## src/rtl/tmr_counter_ctrl.sv

```systemverilog
// Triple-modular-redundant up/down counter with per-replica fault tracking and voting.
// Optional macro TMR_RECOVER_EN: FAILED replicas that track the vote long enough rejoin it.
module tmr_counter_ctrl #(
  parameter int WIDTH        = 16,
  parameter int FAULT_THRESH = 4,
  parameter int ERRCNT_W     = 8
) (
  input  logic                clk,
  input  logic                rst,
  input  logic                enable,
  input  logic                up_down,
  input  logic                load,
  input  logic [WIDTH-1:0]    load_val,
  input  logic                sat_mode,
  input  logic                clr_status,
  output logic [WIDTH-1:0]    q_out,
  output logic                tc,
  output logic [2:0]          fault_vec,
  output logic [2:0]          failed_vec,
  output logic [ERRCNT_W-1:0] err_cnt,
  output logic                uncorrectable
);

  typedef enum logic [1:0] {ST_OK, ST_SUSPECT, ST_FAILED} state_e;

  localparam logic [3:0]       THRESH  = 4'(FAULT_THRESH);
  localparam logic [WIDTH-1:0] MAX_VAL = '1;

  logic [WIDTH-1:0]    r0_q, r1_q, r2_q;
  logic [WIDTH-1:0]    cnt_d, vote;
  logic [WIDTH-1:0]    rep [3];
  state_e              state_q [3];
  state_e              state_d [3];
  logic [3:0]          mc_q [3];
  logic [3:0]          mc_d [3];
  logic [ERRCNT_W-1:0] err_q, err_d;
  logic [2:0]          failed, mismatch;

  assign rep[0] = r0_q;
  assign rep[1] = r1_q;
  assign rep[2] = r2_q;

  always_comb begin
    for (int i = 0; i < 3; i++) begin
      failed[i]   = (state_q[i] == ST_FAILED);
      mismatch[i] = (rep[i] != vote);
    end
  end

  // Failed replicas are dropped; with one left out, a disagreement falls back to the lower index.
  always_comb begin
    vote          = r0_q;
    uncorrectable = 1'b0;
    case (failed)
      3'b000: vote = (r0_q & r1_q) | (r0_q & r2_q) | (r1_q & r2_q);
      3'b001: begin vote = r1_q; uncorrectable = (r1_q != r2_q); end
      3'b010: begin vote = r0_q; uncorrectable = (r0_q != r2_q); end
      3'b100: begin vote = r0_q; uncorrectable = (r0_q != r1_q); end
      3'b011: begin vote = r2_q; uncorrectable = 1'b1; end
      3'b101: begin vote = r1_q; uncorrectable = 1'b1; end
      3'b110: begin vote = r0_q; uncorrectable = 1'b1; end
      default: begin vote = r0_q; uncorrectable = 1'b1; end
    endcase
  end

  assign q_out      = vote;
  assign fault_vec  = mismatch & ~failed;
  assign failed_vec = failed;
  assign err_cnt    = err_q;

  always_comb begin
    cnt_d = vote;
    tc    = 1'b0;
    if (enable && load) begin
      cnt_d = load_val;
    end else if (enable) begin
      if (up_down) begin
        tc    = (vote == MAX_VAL);
        cnt_d = (sat_mode && vote == MAX_VAL) ? vote : vote + 1'b1;
      end else begin
        tc    = (vote == '0);
        cnt_d = (sat_mode && vote == '0) ? vote : vote - 1'b1;
      end
    end
  end

  always_comb begin
    err_d = err_q;
    if (clr_status)
      err_d = '0;
    else if (|fault_vec && err_q != '1)
      err_d = err_q + 1'b1;
  end

  always_comb begin
    for (int i = 0; i < 3; i++) begin
      state_d[i] = state_q[i];
      mc_d[i]    = mc_q[i];
      if (clr_status) begin
        state_d[i] = ST_OK;
        mc_d[i]    = '0;
      end else begin
        case (state_q[i])
          ST_OK: begin
            if (fault_vec[i]) begin
              if (THRESH == 4'd1) begin
                state_d[i] = ST_FAILED;
                mc_d[i]    = '0;
              end else begin
                state_d[i] = ST_SUSPECT;
                mc_d[i]    = 4'd1;
              end
            end
          end
          ST_SUSPECT: begin
            if (fault_vec[i]) begin
              if (mc_q[i] + 4'd1 == THRESH) begin
                state_d[i] = ST_FAILED;
                mc_d[i]    = '0;
              end else begin
                mc_d[i] = mc_q[i] + 4'd1;
              end
            end else begin
              state_d[i] = ST_OK;
              mc_d[i]    = '0;
            end
          end
          ST_FAILED: begin
`ifdef TMR_RECOVER_EN
            // In FAILED the mismatch counter is reused to count consecutive matches.
            if (mismatch[i]) begin
              mc_d[i] = '0;
            end else if (mc_q[i] + 4'd1 == THRESH) begin
              state_d[i] = ST_OK;
              mc_d[i]    = '0;
            end else begin
              mc_d[i] = mc_q[i] + 4'd1;
            end
`endif
          end
          default: begin
            state_d[i] = ST_OK;
            mc_d[i]    = '0;
          end
        endcase
      end
    end
  end

  // Every replica, healthy or not, is rewritten from the vote so upsets scrub in one cycle.
  always_ff @(posedge clk or posedge rst) begin
    if (rst) begin
      r0_q  <= '0;
      r1_q  <= '0;
      r2_q  <= '0;
      err_q <= '0;
      for (int i = 0; i < 3; i++) begin
        state_q[i] <= ST_OK;
        mc_q[i]    <= '0;
      end
    end else begin
      r0_q  <= cnt_d;
      r1_q  <= cnt_d;
      r2_q  <= cnt_d;
      err_q <= err_d;
      for (int i = 0; i < 3; i++) begin
        state_q[i] <= state_d[i];
        mc_q[i]    <= mc_d[i];
      end
    end
  end

endmodule

```

## config.mk

```make
export PLATFORM = sky130hd
export DESIGN_NAME = tmr_counter_ctrl
export DESIGN_NICKNAME = d
export VERILOG_FILES = /design/src/rtl/tmr_counter_ctrl.sv
export SDC_FILE = /design/constraint.sdc
export NUM_CORES = 1
export LEC_CHECK = 0
export CORE_ASPECT_RATIO = 1.5
export CORE_MARGIN = 1.5
export CORE_UTILIZATION = 52
export DETAILED_ROUTE_END_ITERATION = 8
export GPL_TIMING_DRIVEN = 0
export PLACE_DENSITY = 0.86
export SETUP_SLACK_MARGIN = 0.4
export SKIP_LAST_GASP = 1
export SYNTH_ARGS = -nofsm -noshare
export SYNTH_HDL_FRONTEND = slang
export SYNTH_SLANG_ARGS = --single-unit
```

## constraint.sdc

```tcl
create_clock -name clk -period 4.2 [get_ports clk]
set_input_delay 0.84 -clock clk [delete_from_list [all_inputs] [get_ports clk]]
set_output_delay 0.84 -clock clk [all_outputs]
set_load 0.02 [all_outputs]
```

==> impl_metrics.csv, run 1 <==
group,metric,value,unit
synth,synthCells,234,
hold_path,hold_path_class,"reg2reg",
placement,dp_cells,330,
timing,finalSetupTns,0,ps
timing,finalSetupViolations,0,
finish,final_common_cell,"clkdlybuf4s50_1",
finish,nNetsFinal,318,
pwr,p_sw_share,35.1,%
finish,antenna_cells,0,
timing,clock_skew,4.83,ps
clock_network,numClockSinks,24,
timing,final_hold_viol_count,0,
run_status,status,"completed",
floorplanning,ioPinCount,55,
worst_setup_path,reg2reg_from,"r2_q[0]$_DFFE_PP0P_",
timing,fin_crit,3620,ps
job,maxCapViolCount,0,
finish,drive_gt1_share,11.7,%
clock_network,post_cts_buffers,0,
synth,postSynthAreaPerCell,8.36,um^2
grt,grt_max_degree,25,
synth,synth_edf_count,0,
placement,gp_congestion,0.966,
hold_path,hp-start,"err_cnt[6]$_DFFE_PP0P_",
synth,ys_seq_elements,24,
finish,layout_common_cells,"47 x clkdlybuf4s50_1, 24 x dfrtp_1, 14 x nor2_1, 14 x nand2_1",
worst_setup_path,cp-end-kind,"output pin",
timing,tightest_slew,973,ps
floorplanning,dieHeight,78.1,um
clock_network,postCtsHoldBufs,0,
pwr,ir_drop,0.203,mV
floorplanning,fp.dieW,53.1,um
timing,rsz0062_at_grt,"no",
drt,ant_nets,0,
pwr,p_clk_share,27.0,%
timing,maxSlewHeadroom,35.1,%
timing,finalMaxSlewViolations,0,
worst_setup_path,path_max_fanout,10,
synth,synthTopCellsByArea,"dfrtp_1 31%, nand4_1 3.2%, nor2b_1 3.2%",
clock_network,post_cts_resized,0,
drt,drt-total-wl,6.10,mm
drt,routed_via_density,6.28,
timing,fmax,276,MHz
pwr,p_seq_share,35.5,%
worst_setup_path,required,3360,ps
floorplanning,die_area,4150,um^2
grt,antenna_found_initial,0,
pwr,power.switching,0.272,mW
grt,grt_pass1_vias,2022,
worst_setup_path,worstPathArrival,2780,ps
finish,post_layout_nonfiller_instances,334,
pwr,p_leak,1.03,nW
grt,grt_first_pass_wirelength,9.83,mm
synth,synth_top_area_share,30.7,%
drt,vias,2099,
drt,drt_iter0_drc,105,
drt,drcViolationCount,0,
clock_network,cts_tree,"built",
floorplanning,std_cell_rows,27,
pwr,power_density,301,nW/um^2
pwr,p_int,0.504,mW
clock_network,clk_path_buf_depth,2,
placement,io_buffers,47,
clock_network,cts-root-buf,"clkbuf_8",
pwr,pwr-share-comb,37.5,%
synth,async_reset_ff_share,100,%
synth,yosysWarnings,0,
clock_network,htreeDepth,1,
grt,overflow,0,
clock_network,cts_made_buffers,3,
worst_setup_path,crit_type,"in2out",
drt,firstDrtPassIters,4,
finish,fillCellCount,338,
grt,grtUsageTotal,31.7,%
clock_network,clkTransAtPathRegs,90,ps
synth,synth_area,1960,um^2
clock_network,clk_latency,270,ps
floorplanning,core,3650,um^2
timing,fin_crit_sh,86.3,%
synth,synthDistinctLibCells,56,
synth,synth_flop_cell,"dfrtp_1",
worst_setup_path,crit_start,"up_down",
synth,synth_top_area_cell,"dfrtp_1",
drt,wl_per_cell,18.3,um
worst_setup_path,start_kind,"primary input",
finish,area_delta_synth_final,31.6,%
placement,post-dp-hpwl,4.45,mm
synth,synth_seq_area_share,30.7,%
floorplanning,start_util,53.6,%
worst paths after layout:
| check | cells past startpoint | slack [ps] | end |
|---|---|---|---|
| max in group asynchronous | 2 | 2510 | r2_q[2]$_DFFE_PP0P_ |
| worst min-delay path | 1 | 510 | err_cnt[6]$_DFFE_PP0P_ |
| worst min register to register | 1 | 510 | err_cnt[6]$_DFFE_PP0P_ |
| worst max-delay path | 6 | 580 | tc |
| worst max register to register | 8 | 1520 | r2_q[5]$_DFFE_PP0P_ |
| min in group asynchronous | 2 | 1100 | err_cnt[1]$_DFFE_PP0P_ |
layout make-up:
cell class                 instances  area, um^2  share of cell area (%)
multi-input combinational        181        1190                    46.3
sequential                        24         601                    23.3
timing repair buffer              47         470                    18.3
buffer                            27         158                    6.12
tap                               43        53.8                    2.09
clock buffer                       3        41.3                    1.60
clock inverter                     1        30.0                    1.17
inverter                           8        30.0                    1.17
synthesized netlist by cell type, types with 2 or more instances:
library cell / number
a2bb2oi_1: 2
nor4_1: 7
nand2_1: 14
or2_2: 3
mux2i_1: 2
o22ai_1: 3
nand4_1: 10
xnor2_1: 5
or4_4: 2
nand2b_1: 4
nor2_1: 14
inv_1: 8
a22o_1: 6
a31oi_1: 2
o211ai_1: 8
nor3_1: 7
xor2_1: 7
or4_1: 3
buf_6: 3
nor2b_1: 10
or3_1: 3
clkbuf_1: 11
nand3_1: 10
dfrtp_1: 24
o31ai_1: 2
o21ai_0: 11
ha_1: 3
and3_1: 3
buf_4: 7
o221ai_1: 4
a21oi_1: 6
buf_2: 6
per-layer routing:
metal | up-vias | wire length [um] | GRT usage, % | share of wire, %
li1 | 971 | - | - | -
met1 | 1000 | 2410 | 41.2 | 40
met2 | 104 | 3050 | 50.7 | 50
met3 | 24 | 352 | 3.61 | 5.8
met4 | 0 | 290 | 15.6 | 4.8
met5 | - | 0 | 0 | 0
registers in the layout, summed over array words and instances, names as in the netlist:
register  count
err_cnt       8
r2_q         16
metrics by stage:
stage / utilization, % / power, mW / cell area [um^2] / worst slack [ps] / hold WS [ps]
after floorplan: - / 0.458 / 1980 / 1360 / 608
after global placement: 68.6 / 0.565 / 2500 / 540 / 481
after detailed placement: 68.6 / 0.566 / 2500 / 596 / 489
after CTS: 70.6 / 0.780 / 2570 / 595 / 512
after global routing: 70.6 / 0.813 / 2570 / 441 / 537
final: 70.6 / 0.776 / 2570 / 577 / 505
power groups by stage:
| stage | clock, mW | sequential [mW] | combinational [mW] |
|---|---|---|---|
| finish | 0.210 | 0.275 | 0.291 |
| CTS | 0.216 | 0.274 | 0.289 |
| floorplan | 0 | 0.298 | 0.160 |
| detailed placement | 0 | 0.279 | 0.287 |
| global placement | 0 | 0.280 | 0.285 |
| global route | 0.222 | 0.278 | 0.313 |
logic make-up (layout without fill, tap and decap cells):
group | count (synthesis) | after routing | share of synthesized area [%]
fa+ha+maj | 3 | 3 | 1.92
compound gates | 56 | 56 | 20.7
other cells | 1 | 7 | 0.192
mux | 2 | 2 | 1.02
flops | 24 | 24 | 30.7
xor+xnor | 12 | 12 | 5.37
buf+inv | 35 | 86 | 9.59
simple gates | 101 | 101 | 30.6
critical path, cell delays in order:
cell and delay (ps):
clkdlybuf4s50_1 510, clkbuf_1 280, nor4_1 330, a31oi_1 70, nor2_1 140, clkdlybuf4s50_1 610
No activity file was read; power rests on OpenSTA's default activity.
==> run 2, diff against run 1 <==
HOLD_SLACK_MARGIN = 0.05   (was default)
==> results of run 2 <==
No change in the layout: final DEF, timing and power equal those of run 1.
==> run 3, diff against run 2 <==
CORE_UTILIZATION = 38   (was 52)
PLACE_DENSITY = 0.66   (was 0.86)
==> impl_metrics.csv, run 3 (synthesis gave the netlist of run 1 again) <==
group,metric,value,unit
pwr,power.switching,0.268,mW
worst_setup_path,reg2reg_from,"r2_q[0]$_DFFE_PP0P_",
clock_network,cts_made_buffers,3,
grt,overflow,0,
drt,ant_nets,0,
pwr,pwr-share-comb,39.6,%
timing,rsz0062_at_grt,"no",
timing,holdWs,503,ps
worst_setup_path,crit_type,"in2out",
timing,finalSetupTns,0,ps
clock_network,postCtsHoldBufs,0,
pwr,p_sw_share,36.8,%
grt,antenna_found_initial,0,
clock_network,cts-root-buf,"clkbuf_8",
timing,maxSlewHeadroom,36.4,%
worst_setup_path,path_max_fanout,10,
clock_network,clk_path_buf_depth,2,
run_status,status,"completed",
clock_network,cts_tree,"built",
timing,fin_crit,3350,ps
clock_network,post_cts_resized,0,
pwr,p_clk_share,22.5,%
timing,finalMaxSlewViolations,0,
job,maxCapViolCount,0,
timing,fin_crit_sh,79.7,%
grt,grt_pass1_vias,1986,
pwr,p_seq_share,37.9,%
timing,finalSetupViolations,0,
drt,firstDrtPassIters,4,
pwr,p_int,0.460,mW
floorplanning,dieHeight,90.9,um
worst_setup_path,start_kind,"primary input",
grt,grt_max_degree,25,
floorplanning,fp.dieW,61.6,um
floorplanning,std_cell_rows,31,
drt,routed_via_density,5.71,
drt,wl_per_cell,17.2,um
floorplanning,ioPinCount,55,
worst_setup_path,r2r_slack,1540,ps
placement,io_buffers,47,
finish,antenna_cells,0,
pwr,p_leak,1.04,nW
timing,final_hold_viol_count,0,
timing,tightest_slew,952,ps
finish,fin_util,53.0,%
grt,grtUsageTotal,23.3,%
worst_setup_path,cp-end-kind,"output pin",
worst_setup_path,required,3360,ps
clock_network,clk_latency,280,ps
floorplanning,core,4890,um^2
clock_network,clkTransAtPathRegs,80,ps
finish,final_area,2590,um^2
drt,drt_iter0_drc,107,
pwr,power_density,281,nW/um^2
clock_network,htreeDepth,1,
placement,dpl-instance-area,2530,um^2
placement,gp_congestion,0.916,
hold_path,hold_path_class,"reg2reg",
drt,drt-total-wl,6.14,mm
timing,fmax,299,MHz
finish,top_register,"r2_q",
pwr,ir_drop,0.132,mV
finish,largest_register_ffs,16,
finish,final_common_cell,"clkdlybuf4s50_1",
placement,post-dp-hpwl,4.52,mm
floorplanning,die_area,5600,um^2
floorplanning,start_util,40.0,%
worst_setup_path,crit_start,"load",
clock_network,numClockSinks,24,
drt,vias,2040,
timing,clock_skew,6.98,ps
finish,drive_gt1_share,11.7,%
hold_path,hp-start,"err_cnt[4]$_DFFE_PP0P_",
finish,area_delta_synth_final,32.4,%
worst_setup_path,worstPathArrival,2510,ps
clock_network,post_cts_buffers,0,
grt,grt_first_pass_wirelength,9.80,mm
finish,layout_common_cells,"46 x clkdlybuf4s50_1, 24 x dfrtp_1, 14 x nor2_1, 14 x nand2_1",
drt,drcViolationCount,0,
finish,nNetsFinal,318,
-- run 3: layout make-up --
| type | instances | area (um^2) |
|---|---|---|
| Buffer | 27 | 158 |
| Clock buffer | 4 | 55.1 |
| Fill cell | 514 | 2300 |
| Inverter | 8 | 30.0 |
| Multi-Input combinational cell | 181 | 1190 |
| Sequential cell | 24 | 601 |
| Tap cell | 66 | 82.6 |
| Timing Repair Buffer | 47 | 473 |
-- run 3: final timing paths --
check	to	cells past startpoint
max in group asynchronous	r2_q[6]$_DFFE_PP0P_	2
worst max register to register	r2_q[8]$_DFFE_PP0P_	8
worst max-delay path	tc	6
worst min-delay path	err_cnt[4]$_DFFE_PP0P_	1
min in group asynchronous	err_cnt[1]$_DFFE_PP0P_	2
worst min register to register	err_cnt[4]$_DFFE_PP0P_	1
-- run 3: per-stage QoR --
| stage | instances | power [mW] | worst slack, ps |
|---|---|---|---|
| 2_1_floorplan | 240 | 0.458 | 1360 |
| 3_3_place_gp | 353 | 0.565 | 505 |
| 3_5_place_dp | 353 | 0.566 | 523 |
| 4_1_cts | 357 | 0.734 | 518 |
| 5_1_grt | 357 | 0.769 | 739 |
| 6_report | 357 | 0.728 | 851 |
-- run 3: layer usage --
layer | GRT usage, % | up-vias | wire [um]
met5 | 0 | - | 0
met4 | 11.5 | 0 | 120
met3 | 2.58 | 11 | 362
met2 | 38.2 | 84 | 3210
met1 | 28.7 | 971 | 2450
li1 | - | 974 | -
-- run 3: power by group through the flow --
stage	logic [mW]	registers [mW]	clock network (mW)
3_5_place_dp	0.286	0.280	0
2_1_floorplan	0.160	0.298	0
4_1_cts	0.287	0.276	0.171
5_1_grt	0.313	0.279	0.177
6_report	0.288	0.276	0.164
3_3_place_gp	0.285	0.280	0
-- run 3: worst max-delay path, cell delays in order --
cell	delay, ps
clkdlybuf4s50_1	470
clkbuf_1	470
inv_1	240
nand2_1	210
nor2_1	60
dlymetal6s2s_1	210
